===== src/rtl/can_pkg.sv =====
// can_pkg: shared types and constants for the CAN 2.0A receive path.
//   state_t     - frame sequencer states
//   *_LEN       - field widths (identifier, DLC, CRC)
//   STUFF_LIMIT - equal-bit run length after which a stuff bit follows
//   crc15_step  - one serial step of the CAN CRC-15
package can_pkg;

   typedef enum logic [2:0] {
      WAIT_IDLE,
      IDLE,
      SOF,
      ARB,
      CTRL,
      DATA,
      CRC,
      CRC_DEL
   } state_t;

   localparam int unsigned ID_LEN      = 11;
   localparam int unsigned DLC_LEN     = 4;
   localparam int unsigned CRC_LEN     = 15;
   localparam int unsigned STUFF_LIMIT = 5;

   localparam logic [CRC_LEN-1:0] CRC15_POLY = 15'h4599;

   // Shift one bit into the CRC-15 register (MSB-first, feedback on msb xor bit).
   function automatic logic [CRC_LEN-1:0] crc15_step(input logic [CRC_LEN-1:0] crc,
                                                     input logic               b);
      logic fb;
      fb = b ^ crc[CRC_LEN-1];
      return {crc[CRC_LEN-2:0], 1'b0} ^ (fb ? CRC15_POLY : '0);
   endfunction

endpackage


===== src/rtl/can_crc15.sv =====
// can_crc15: serial CRC-15 accumulator over destuffed frame bits.
//   clk, rst_n - clock, asynchronous active-low reset
//   clear      - synchronous return to the zero seed
//   bit_valid  - advance the register with bit_in
//   bit_in     - destuffed frame bit
//   crc        - running CRC value
module can_crc15
   import can_pkg::*;
(
   input  logic               clk,
   input  logic               rst_n,
   input  logic               clear,
   input  logic               bit_valid,
   input  logic               bit_in,
   output logic [CRC_LEN-1:0] crc
);

   always_ff @(posedge clk or negedge rst_n) begin
      if (!rst_n) begin
         crc <= '0;
      end else if (clear) begin
         crc <= '0;
      end else if (bit_valid) begin
         crc <= crc15_step(crc, bit_in);
      end
   end

endmodule


===== src/rtl/can_rx_frame_ctrl.sv =====
// can_rx_frame_ctrl: CAN 2.0A receive frame sequencer.
// Waits for bus idle, catches SOF on rx, enables the mid-bit sampler, destuffs
// the sampled stream and walks ARB/CTRL/DATA/CRC/CRC_DEL.
//   clk, rst_n          - clock, asynchronous active-low reset
//   rx                  - synchronised bus line (1 = recessive)
//   bit_in, bit_valid   - sampler output and its one-clk strobe
//   sample_en           - sampler enable, SOF through CRC delimiter
//   id, rtr, dlc, data  - decoded fields (data byte0 in [63:56])
//   crc_rx              - received CRC field
//   frame_valid, stuff_err, form_err - one-clk result pulses
//   busy                - high outside IDLE
// Optional: CAN_RX_CRC_CHECK_EN adds crc_err and a CRC-15 check at the delimiter.
module can_rx_frame_ctrl
   import can_pkg::*;
#(
   parameter int unsigned CLK_SPEED_MHZ      = 100,
   parameter int unsigned CAN_BIT_RATE_KBITS = 1000,
   parameter int unsigned IDLE_BITS          = 11
) (
   input  logic               clk,
   input  logic               rst_n,
   input  logic               rx,
   input  logic               bit_in,
   input  logic               bit_valid,
   output logic               sample_en,
   output logic [ID_LEN-1:0]  id,
   output logic               rtr,
   output logic [DLC_LEN-1:0] dlc,
   output logic [63:0]        data,
   output logic [CRC_LEN-1:0] crc_rx,
   output logic               frame_valid,
   output logic               stuff_err,
   output logic               form_err,
   output logic               busy
`ifdef CAN_RX_CRC_CHECK_EN
   ,
   output logic               crc_err
`endif
);

   localparam int unsigned CPB       = CLK_SPEED_MHZ * 1000 / CAN_BIT_RATE_KBITS;
   localparam int unsigned IDLE_CLKS = IDLE_BITS * CPB;
   localparam int unsigned IDLE_W    = $clog2(IDLE_CLKS + 1);
   localparam logic [IDLE_W-1:0] IDLE_LAST = IDLE_W'(IDLE_CLKS - 1);

   state_t              state, state_d;
   logic [IDLE_W-1:0]   idle_cnt, idle_cnt_d;
   logic [6:0]          cnt, cnt_d;
   logic [6:0]          len, len_d;
   logic                run_val, run_val_d;
   logic [2:0]          run_cnt, run_cnt_d;
   logic [ID_LEN-1:0]   id_d;
   logic                rtr_d;
   logic [DLC_LEN-1:0]  dlc_d, dlc_n, dlc_cap;
   logic [63:0]         data_d;
   logic [CRC_LEN-1:0]  crc_rx_d;
   logic                sample_en_d, frame_valid_d, stuff_err_d, form_err_d, busy_d;
   logic                bit_take;
   logic                field_bit;

   // Sampler strobes are only meaningful while the sampler is enabled.
   assign bit_take = bit_valid & sample_en;

`ifdef CAN_RX_CRC_CHECK_EN
   logic               crc_err_d;
   logic               crc_feed;
   logic [CRC_LEN-1:0] crc_calc;

   // CRC covers destuffed bits from SOF through the last data bit.
   assign crc_feed = field_bit &
                     ((state == SOF) || (state == ARB) || (state == CTRL) || (state == DATA));

   can_crc15 u_crc15 (
      .clk       (clk),
      .rst_n     (rst_n),
      .clear     (state == IDLE),
      .bit_valid (crc_feed),
      .bit_in    (bit_in),
      .crc       (crc_calc)
   );
`endif

   // Next-state and next-output logic.
   always_comb begin
      state_d       = state;
      idle_cnt_d    = '0;
      cnt_d         = cnt;
      len_d         = len;
      run_val_d     = run_val;
      run_cnt_d     = run_cnt;
      id_d          = id;
      rtr_d         = rtr;
      dlc_d         = dlc;
      dlc_n         = dlc;
      dlc_cap       = dlc;
      data_d        = data;
      crc_rx_d      = crc_rx;
      sample_en_d   = sample_en;
      frame_valid_d = 1'b0;
      stuff_err_d   = 1'b0;
      form_err_d    = 1'b0;
      field_bit     = 1'b0;
`ifdef CAN_RX_CRC_CHECK_EN
      crc_err_d     = 1'b0;
`endif

      case (state)
         WAIT_IDLE: begin
            sample_en_d = 1'b0;
            if (rx) begin
               if (idle_cnt == IDLE_LAST) begin
                  state_d = IDLE;
               end else begin
                  idle_cnt_d = idle_cnt + IDLE_W'(1);
               end
            end
         end
         IDLE: begin
            id_d     = '0;
            rtr_d    = 1'b0;
            dlc_d    = '0;
            data_d   = '0;
            crc_rx_d = '0;
            cnt_d    = '0;
            len_d    = '0;
            if (!rx) begin
               sample_en_d = 1'b1;
               state_d     = SOF;
            end
         end
         SOF: begin
            if (bit_take) begin
               if (bit_in) begin
                  // Recessive at the sample point: the falling edge was a glitch.
                  sample_en_d = 1'b0;
                  state_d     = WAIT_IDLE;
               end else begin
                  run_val_d = 1'b0;
                  run_cnt_d = 3'd1;
                  cnt_d     = '0;
                  field_bit = 1'b1;
                  state_d   = ARB;
               end
            end
         end
         ARB, CTRL, DATA, CRC: begin
            if (bit_take) begin
               if (run_cnt == 3'(STUFF_LIMIT)) begin
                  if (bit_in == run_val) begin
                     stuff_err_d = 1'b1;
                     sample_en_d = 1'b0;
                     state_d     = WAIT_IDLE;
                  end else begin
                     run_val_d = bit_in;
                     run_cnt_d = 3'd1;
                  end
               end else begin
                  if (bit_in == run_val) begin
                     run_cnt_d = run_cnt + 3'd1;
                  end else begin
                     run_val_d = bit_in;
                     run_cnt_d = 3'd1;
                  end
                  field_bit = 1'b1;
               end
            end
         end
         CRC_DEL: begin
            if (bit_take) begin
               sample_en_d = 1'b0;
               state_d     = WAIT_IDLE;
               if (!bit_in) begin
                  form_err_d = 1'b1;
               end else begin
`ifdef CAN_RX_CRC_CHECK_EN
                  if (crc_calc != crc_rx) begin
                     crc_err_d = 1'b1;
                  end else begin
                     frame_valid_d = 1'b1;
                  end
`else
                  frame_valid_d = 1'b1;
`endif
               end
            end
         end
         default: begin
            state_d = WAIT_IDLE;
         end
      endcase

      // Field walk on destuffed bits.
      if (field_bit) begin
         case (state)
            ARB: begin
               cnt_d = cnt + 7'd1;
               if (cnt < 7'(ID_LEN)) begin
                  id_d = {id[ID_LEN-2:0], bit_in};
               end else begin
                  rtr_d   = bit_in;
                  cnt_d   = '0;
                  state_d = CTRL;
               end
            end
            CTRL: begin
               cnt_d = cnt + 7'd1;
               case (cnt)
                  7'd0: begin
                     // Extended-format frames are not supported.
                     if (bit_in) begin
                        form_err_d  = 1'b1;
                        sample_en_d = 1'b0;
                        state_d     = WAIT_IDLE;
                     end
                  end
                  7'd1: ;
                  default: begin
                     dlc_n = {dlc[DLC_LEN-2:0], bit_in};
                     dlc_d = dlc_n;
                     if (cnt == 7'(DLC_LEN + 1)) begin
                        dlc_cap = (dlc_n > 4'd8) ? 4'd8 : dlc_n;
                        len_d   = rtr ? 7'd0 : {dlc_cap, 3'b000};
                        cnt_d   = '0;
                        state_d = (rtr || (dlc_n == 4'd0)) ? CRC : DATA;
                     end
                  end
               endcase
            end
            DATA: begin
               data_d[~cnt[5:0]] = bit_in;
               cnt_d = cnt + 7'd1;
               if (cnt == len - 7'd1) begin
                  cnt_d   = '0;
                  state_d = CRC;
               end
            end
            CRC: begin
               crc_rx_d = {crc_rx[CRC_LEN-2:0], bit_in};
               cnt_d    = cnt + 7'd1;
               if (cnt == 7'(CRC_LEN - 1)) begin
                  cnt_d   = '0;
                  state_d = CRC_DEL;
               end
            end
            default: ;
         endcase
      end

      busy_d = (state_d != IDLE);
   end

   // State and output registers.
   always_ff @(posedge clk or negedge rst_n) begin
      if (!rst_n) begin
         state       <= WAIT_IDLE;
         idle_cnt    <= '0;
         cnt         <= '0;
         len         <= '0;
         run_val     <= 1'b0;
         run_cnt     <= '0;
         id          <= '0;
         rtr         <= 1'b0;
         dlc         <= '0;
         data        <= '0;
         crc_rx      <= '0;
         sample_en   <= 1'b0;
         frame_valid <= 1'b0;
         stuff_err   <= 1'b0;
         form_err    <= 1'b0;
         busy        <= 1'b0;
`ifdef CAN_RX_CRC_CHECK_EN
         crc_err     <= 1'b0;
`endif
      end else begin
         state       <= state_d;
         idle_cnt    <= idle_cnt_d;
         cnt         <= cnt_d;
         len         <= len_d;
         run_val     <= run_val_d;
         run_cnt     <= run_cnt_d;
         id          <= id_d;
         rtr         <= rtr_d;
         dlc         <= dlc_d;
         data        <= data_d;
         crc_rx      <= crc_rx_d;
         sample_en   <= sample_en_d;
         frame_valid <= frame_valid_d;
         stuff_err   <= stuff_err_d;
         form_err    <= form_err_d;
         busy        <= busy_d;
`ifdef CAN_RX_CRC_CHECK_EN
         crc_err     <= crc_err_d;
`endif
      end
   end

endmodule


===== config.mk =====
export PLATFORM = sky130hd
export DESIGN_NAME = can_rx_frame_ctrl
export DESIGN_NICKNAME = d
export VERILOG_FILES = /design/src/rtl/can_pkg.sv /design/src/rtl/can_crc15.sv /design/src/rtl/can_rx_frame_ctrl.sv
export SDC_FILE = /design/constraint.sdc
export NUM_CORES = 1
export LEC_CHECK = 0
export BUFFER_PORTS_ARGS = -buffer_cell sky130_fd_sc_hd__buf_2
export CAP_MARGIN = 20
export CORE_UTILIZATION = 50
export CTS_CLUSTER_DIAMETER = 60
export DETAILED_ROUTE_END_ITERATION = 12
export PLACE_DENSITY = 0.72
export SYNTH_ARGS = -nofsm -noshare
export SYNTH_HDL_FRONTEND = slang
export SYNTH_HIERARCHICAL = 1
export SYNTH_SLANG_ARGS = --single-unit

===== constraint.sdc =====
create_clock -name clk -period 3.6 [get_ports clk]
set_clock_uncertainty 0.15 [all_clocks]
set_input_delay 0.18 -clock clk [delete_from_list [all_inputs] [get_ports clk]]
set_output_delay 0.18 -clock clk [all_outputs]
set_load 0.005 [all_outputs]

==> results of run 1 <==
registers in the layout, summed over array words and instances, names as in the netlist:
| signal | flops |
|---|---|
| sample_en | 1 |
| crc_rx | 15 |
| frame_valid | 1 |
| busy | 1 |
| data | 64 |
| id | 11 |
| form_err | 1 |
| rtr | 1 |
| stuff_err | 1 |
| cnt | 7 |
| run_val | 1 |
| len | 7 |
| dlc | 4 |
| run_cnt | 3 |
| state | 3 |
| idle_cnt | 11 |
power breakdown:
| part | internal, mW | switching, mW |
|---|---|---|
| Combinational | 0.477 | 0.665 |
| Clock | 1.30 | 0.678 |
| Sequential | 1.73 | 0.292 |
| Total | 3.51 | 1.64 |
metrics by stage:
stage               cells  worst slack (ns)  hold slack [ns]  power [mW]
floorplan             709              1.22           -0.266        2.72
global route          967             0.662           0.0801        5.42
detailed placement    932             0.917            0.181        3.17
CTS                   967             0.904           0.0273        5.17
finish                967             0.843           0.0406        5.15
global placement      932              1.04            0.169        3.12
worst max-delay path: cells and delay by family (launching register included):
family	cells	cell delay, ns
simple gates	3	1.10
flops	1	0.67
compound gates	3	0.68
worst max-delay path by stage:
| stage | slack (ns) | end | cells after the start | start |
|---|---|---|---|---|
| 6_report | 0.84 | data[27] | 6 | state[1] |
| 4_1_cts | 0.90 | data[57] | 7 | state[0] |
| 5_1_grt | 0.66 | data[61] | 7 | state[0] |
| 3_3_place_gp | 1.04 | data[57] | 7 | state[1] |
| 2_1_floorplan | 1.22 | cnt[4] | 9 | len[0] |
| 3_5_place_dp | 0.92 | data[58] | 7 | state[0] |
kinds of logic after synthesis:
family	after synthesis	share of synthesized area, %
buffers and inverters	70	4.13
AOI/OAI and AO/OA	215	22.3
xor gates and xnor gates	18	2.55
DFF	132	49.1
muxes	11	1.64
adders and majority gates	8	1.49
and+or+nand+nor	255	18.8
synth_stat cells, types with 10 or more instances:
cell type | n | area share [%]
dfrtp_1 | 132 | 49
nand2_1 | 119 | 6.6
o21ai_0 | 57 | 4.2
o211ai_1 | 53 | 5.9
o31ai_1 | 52 | 5.8
clkbuf_1 | 48 | 2.7
nor2_1 | 31 | 1.7
nand3_1 | 27 | 2.0
a21oi_1 | 14 | 1.0
and3_1 | 13 | 1.2
buf_2 | 12 | 0.89
mux2i_1 | 11 | 1.6
xor2_1 | 10 | 1.3
final cells by class:
type / instances / area [um2] / area share, %
Sequential cell: 132 / 3300 / 41.2
Multi-Input combinational cell: 507 / 3140 / 39.2
Timing Repair Buffer: 115 / 651 / 8.11
Clock buffer: 17 / 425 / 5.30
Clock inverter: 15 / 250 / 3.12
Tap cell: 172 / 215 / 2.68
Inverter: 9 / 33.8 / 0.421
routing by layer:
layer  wire [um]  GRT usage [%]  vias to the layer above
met3         784           5.09                       22
li1            -              -                     2726
met1        7280           32.1                     2850
met4         288           9.13                        0
met2        8280           40.6                      163
met5           0              0                        -
what timing repair did:
| action | 4_1_cts | 5_1_grt |
|---|---|---|
| endpoints found under the setup margin | 0 | 0 |
| hold endpoints to repair | 64 | 0 |
| hold buffers | 3 | 0 |
==> metrics.cfg, run 1 <==
[run_status]
status = finished clean

[layout]
drive_above_1_share_pct = 20.4
fill_cells = 1069
fin_area_um2 = 8020
utilization_pct = 62.3
layout.nets = 795
final_common_cell = dfrtp_1
layout_common_cells = dfrtp_1, nand2_1, buf_2
diodes = 0
syn_to_final_growth_pct = 19.3

[yosys]
synth_cell_type_count = 63
synth-seq-cells = 132
ys_warn_count = 6
ys.flop_type = dfrtp_1
synth_area_um2 = 6720
async_flop_share_pct = 100
synth_nets = 722
syn_inst = 709
synth_edf_count = 0
ys_seq_area_share_pct = 49.1
syn_avg_cell_area_um2 = 9.48

[route]
routed_wl_mm = 16.6
firstDrtPassIters = 5
num_vias = 5761
wl_per_cell_um = 17.2
drt_iter0_drc = 439
via_per_inst = 5.96
post-route-drc-count = 0
drtAntennaViolNets = 0

[placed_design]
place_area_um2 = 7320
io_buffers = 104
routabilityCongestion = 0.876
detailed_place_hpwl_mm = 10.9

[floorplan]
die-area_um2 = 13900
core_um2 = 12900
die_w_um = 118
start_util_pct = 52.2
row_count = 41
io_pins = 105
die_h_um = 118

[hold_path]
min_from = bit_in
holdPathStages = 3
holdCritPathClass = in -> reg
hold_end = id[0]

[job]
cap_violations = 0

[sta]
fmax_ghz = 0.363
slew_headroom_pct = 44.6
setup_viol = 0
hold_viol = 0
report.final.slew_viol_count = 0
rsz0062_at_grt = no
fin_tns_setup_ns = 0
tightest_slew_ns = 0.832
period_share_pct = 76.6
fin_crit_ns = 2.76

[critical_path]
cp.required_ns = 3.72
r2r-end = data[27]
start_kind = flop
slowest_stage = dfrtp_1
timing.rr.start = state[1]
crit_fanout = 19
cp_slowest_stage_delay_ns = 0.67
crit_type = reg -> reg
cp_common_cell = o211ai_1
crit_path_cell_trace = and3b_1 -> o211ai_1 -> nor2_2 -> nand2_1 -> o211ai_1 -> o31ai_1
regToRegSetupSlack_ns = 0.84
worstRegToRegCells = 6
cp-end-kind = flop
arrival_ns = 2.88

[clocking]
htree_levels = 4
cts_setup_buffers = 0
clock-root-buffer = clkbuf_16
numCtsBuffers = 17
clkSlewWorstSetupHoldPaths_ns = 0.06
clk_path_buf_depth = 2
cts_sinks = 132
insertion_delay_ns = 0.42
cts_tree = done
cts_resized = 0

[global_route]
track_usage_pct = 24.7
grt_pass1_wl_mm = 27.6
grt_pass1_vias = 5539
antenna_found_initial = 0
grt_max_degree = 103
gr-total-overflow = 0

[pwr]
power_density_nw_per_um2 = 642
p_leak_nw = 3.71
ir_drop_uv = 444

(Power assumes the default switching activity.)
==> run 2, diff against run 1 <==
- ABC_AREA: unset -> 1
- PLACE_DENSITY: 0.72 -> 0.75
- clock period: 3.6 -> 2.5 ns (I/O delays scaled with it)
==> run 2 against run 1 <==
Against the previous run:
- synthesized area is 2.1% lower
- critical path depth up 5
- routed wire length about the same
- cell count increased by 16%
- die area fell by 2.0%
- combinational power is 4% higher
- clock power is 40% higher
- utilization up 0.86 points
- global-route usage is 1.4 points higher
- sequential share of layout area shrank 0.071 points
- maximum frequency up 26%
- non-clock buffer count increased by 9
==> metrics.cfg, run 2 <==
[hold_path]
holdCritPathClass = in -> reg

[yosys]
synth_cell_type_count = 37
synth_area_um2 = 6580
synth_nets = 839
synth_edf_count = 0
ys.flop_type = dfrtp_1
syn_inst = 826
ys_warn_count = 6
synth_top_cells_by_area = dfrtp_1, nand2_1, nand3_1
syn_avg_cell_area_um2 = 7.97
synth_top_area_share_pct = 50.2
synth-simple-area-share_pct = 29.1
synth_common_cells = nand2_1, dfrtp_1, nand3_1, inv_1, nor2_1
ys_seq_area_share_pct = 50.2
yosysTopAreaCell = dfrtp_1
synth.most_common_cell = nand2_1
async_flop_share_pct = 100
post_synth_xor_area_fraction_pct = 1.20
synth_top_family_by_area = simple AND/OR/NAND/NOR gates
synth.area.mux_share_pct = 2.28
synthAdderAreaFrac_pct = 1.52
synth_compound_area_share_pct = 8.38
synth-seq-cells = 132

[global_route]
grt_pass1_wl_mm = 27.0
grt_max_degree = 90
gr-total-overflow = 0
antenna_found_initial = 0
track_usage_pct = 26.1
grt_pass1_vias = 5405

[sta]
hold_viol = 0
period_share_pct = 87.5
fin_tns_setup_ns = 0
rsz0062_at_grt = no
setup_viol = 0
final.setup.worst_slack_ns = 0.313
report.final.slew_viol_count = 0
tightest_slew_ns = 0.577
fin_crit_ns = 2.19
holdWs_ns = 0.0521
fmax_ghz = 0.457
slew_headroom_pct = 61.6

[layout]
utilization_pct = 63.2
layout_common_cells = nand2_1, dfrtp_1, nand3_1
largest_register_ffs = 64
final_common_cell = nand2_1
top_register = data
diodes = 0
syn_to_final_growth_pct = 22.1
layout.nets = 952
drive_above_1_share_pct = 18.3
largestRegisters = data: 64 flops, crc_rx: 15 flops

[route]
routed-wl-met3_mm = 1.26
num_vias = 6002
post-route-drc-count = 0
drt-met1-wl_mm = 7.56
wl_per_cell_um = 14.8
drt_iter0_drc = 543
via_per_inst = 5.34
routed_wl_mm = 16.6
firstDrtPassIters = 7
highest_layer = met4
dr_wl_met2_mm = 7.54
drtAntennaViolNets = 0

[placed_design]
io_buffers = 104
detailed_place_hpwl_mm = 11.3
dp_slack_ns = 0.205
routabilityCongestion = 0.949

[floorplan]
die_h_um = 117
io_pins = 105
die-area_um2 = 13600
start_util_pct = 51.7
row_count = 41
core_um2 = 12700
die_w_um = 117

[pwr]
ir_drop_uv = 498
p_leak_nw = 4.09
power_density_nw_per_um2 = 776

[job]
cap_violations = 0

[clocking]
numCtsBuffers = 17
clkSlewWorstSetupHoldPaths_ns = 0.07
cts_tree = done
cts_sinks = 132
cts_setup_buffers = 0
clock-root-buffer = clkbuf_16
clk_path_buf_depth = 2
insertion_delay_ns = 0.43
htree_levels = 4

[critical_path]
crit_path_cell_trace = inv_2 -> ha_1 -> nand3_1 -> nor2_2 -> nand3_1 -> nand3_1 -> nand2_1 -> a21oi_1 -> nand3_1 -> nand2_1 -> nand3_1
crit_type = reg -> reg
arrival_ns = 2.32
slowest_stage = dfrtp_1
cp-end-kind = flop
cp.required_ns = 2.64
cp_slowest_stage_delay_ns = 0.51
crit_fanout = 9
regToRegSetupSlack_ns = 0.31
cp_common_cell = nand3_1
start_kind = flop

[run_status]
status = finished clean

-- run 2: final timing paths --
path,start,end,depth (start not counted)
setup / recovery,cnt[1],busy,11
hold / removal,rx,idle_cnt[1],3
setup reg to reg,cnt[1],busy,11
hold reg to reg,idle_cnt[0],idle_cnt[0],1
max in group asynchronous,rst_n,data[10],3
min in group asynchronous,rst_n,idle_cnt[3],2
-- run 2: routing by layer --
layer  track usage, %  vias to the layer above
met4             10.1                        0
met2             38.9                      229
met3             6.90                       25
met1             36.3                     2818
li1                 -                     2930
met5                0                        -
-- run 2: metrics by stage --
stage	cell area, um2	total power, mW	instances
after floorplan	6580	3.14	826
after global placement	7350	3.49	1089
after detailed placement	7350	3.49	1089
after CTS	8030	6.26	1124
after global routing	8040	6.52	1124
final	8040	6.24	1124
-- run 2: kinds of logic (layout without fill, tap and decap cells) --
kind of cell    Yosys count  in the layout
buf+inv                 120            246
compound gates          106            106
flops                   132            132
xor+xnor                  9              9
simple gates            436            436
fa+ha+maj                 8              8
mux                      15             15
-- run 2: what timing repair did --
item	CTS	global route
hold endpoints to repair	104	0
gates resized for setup	0	2
hold buffers	3	0
endpoints found under the setup margin	0	8
-- run 2: worst max-delay path, delay by kind of cell, from the launching register on --
kind / cells / cell delay, ns
and+or+nand+nor: 8 / 0.88
DFF: 1 / 0.51
adders and majority gates: 1 / 0.20
buffers and inverters: 1 / 0.18
AOI/OAI and AO/OA: 1 / 0.13
-- run 2: power by group --
group	switching (mW)	internal, mW	total [mW]
clock network	0.994	1.78	2.77
logic	0.856	0.324	1.18
registers	0.0705	2.22	2.29
total	1.92	4.32	6.24
-- run 2: final cells by class --
cell class,count,area [um2]
Multi-Input combinational cell,574,2810
Sequential cell,132,3300
Clock inverter,15,228
Tap cell,172,215
Fill cell,1140,4690
Inverter,90,340
Timing Repair Buffer,124,709
Clock buffer,17,425
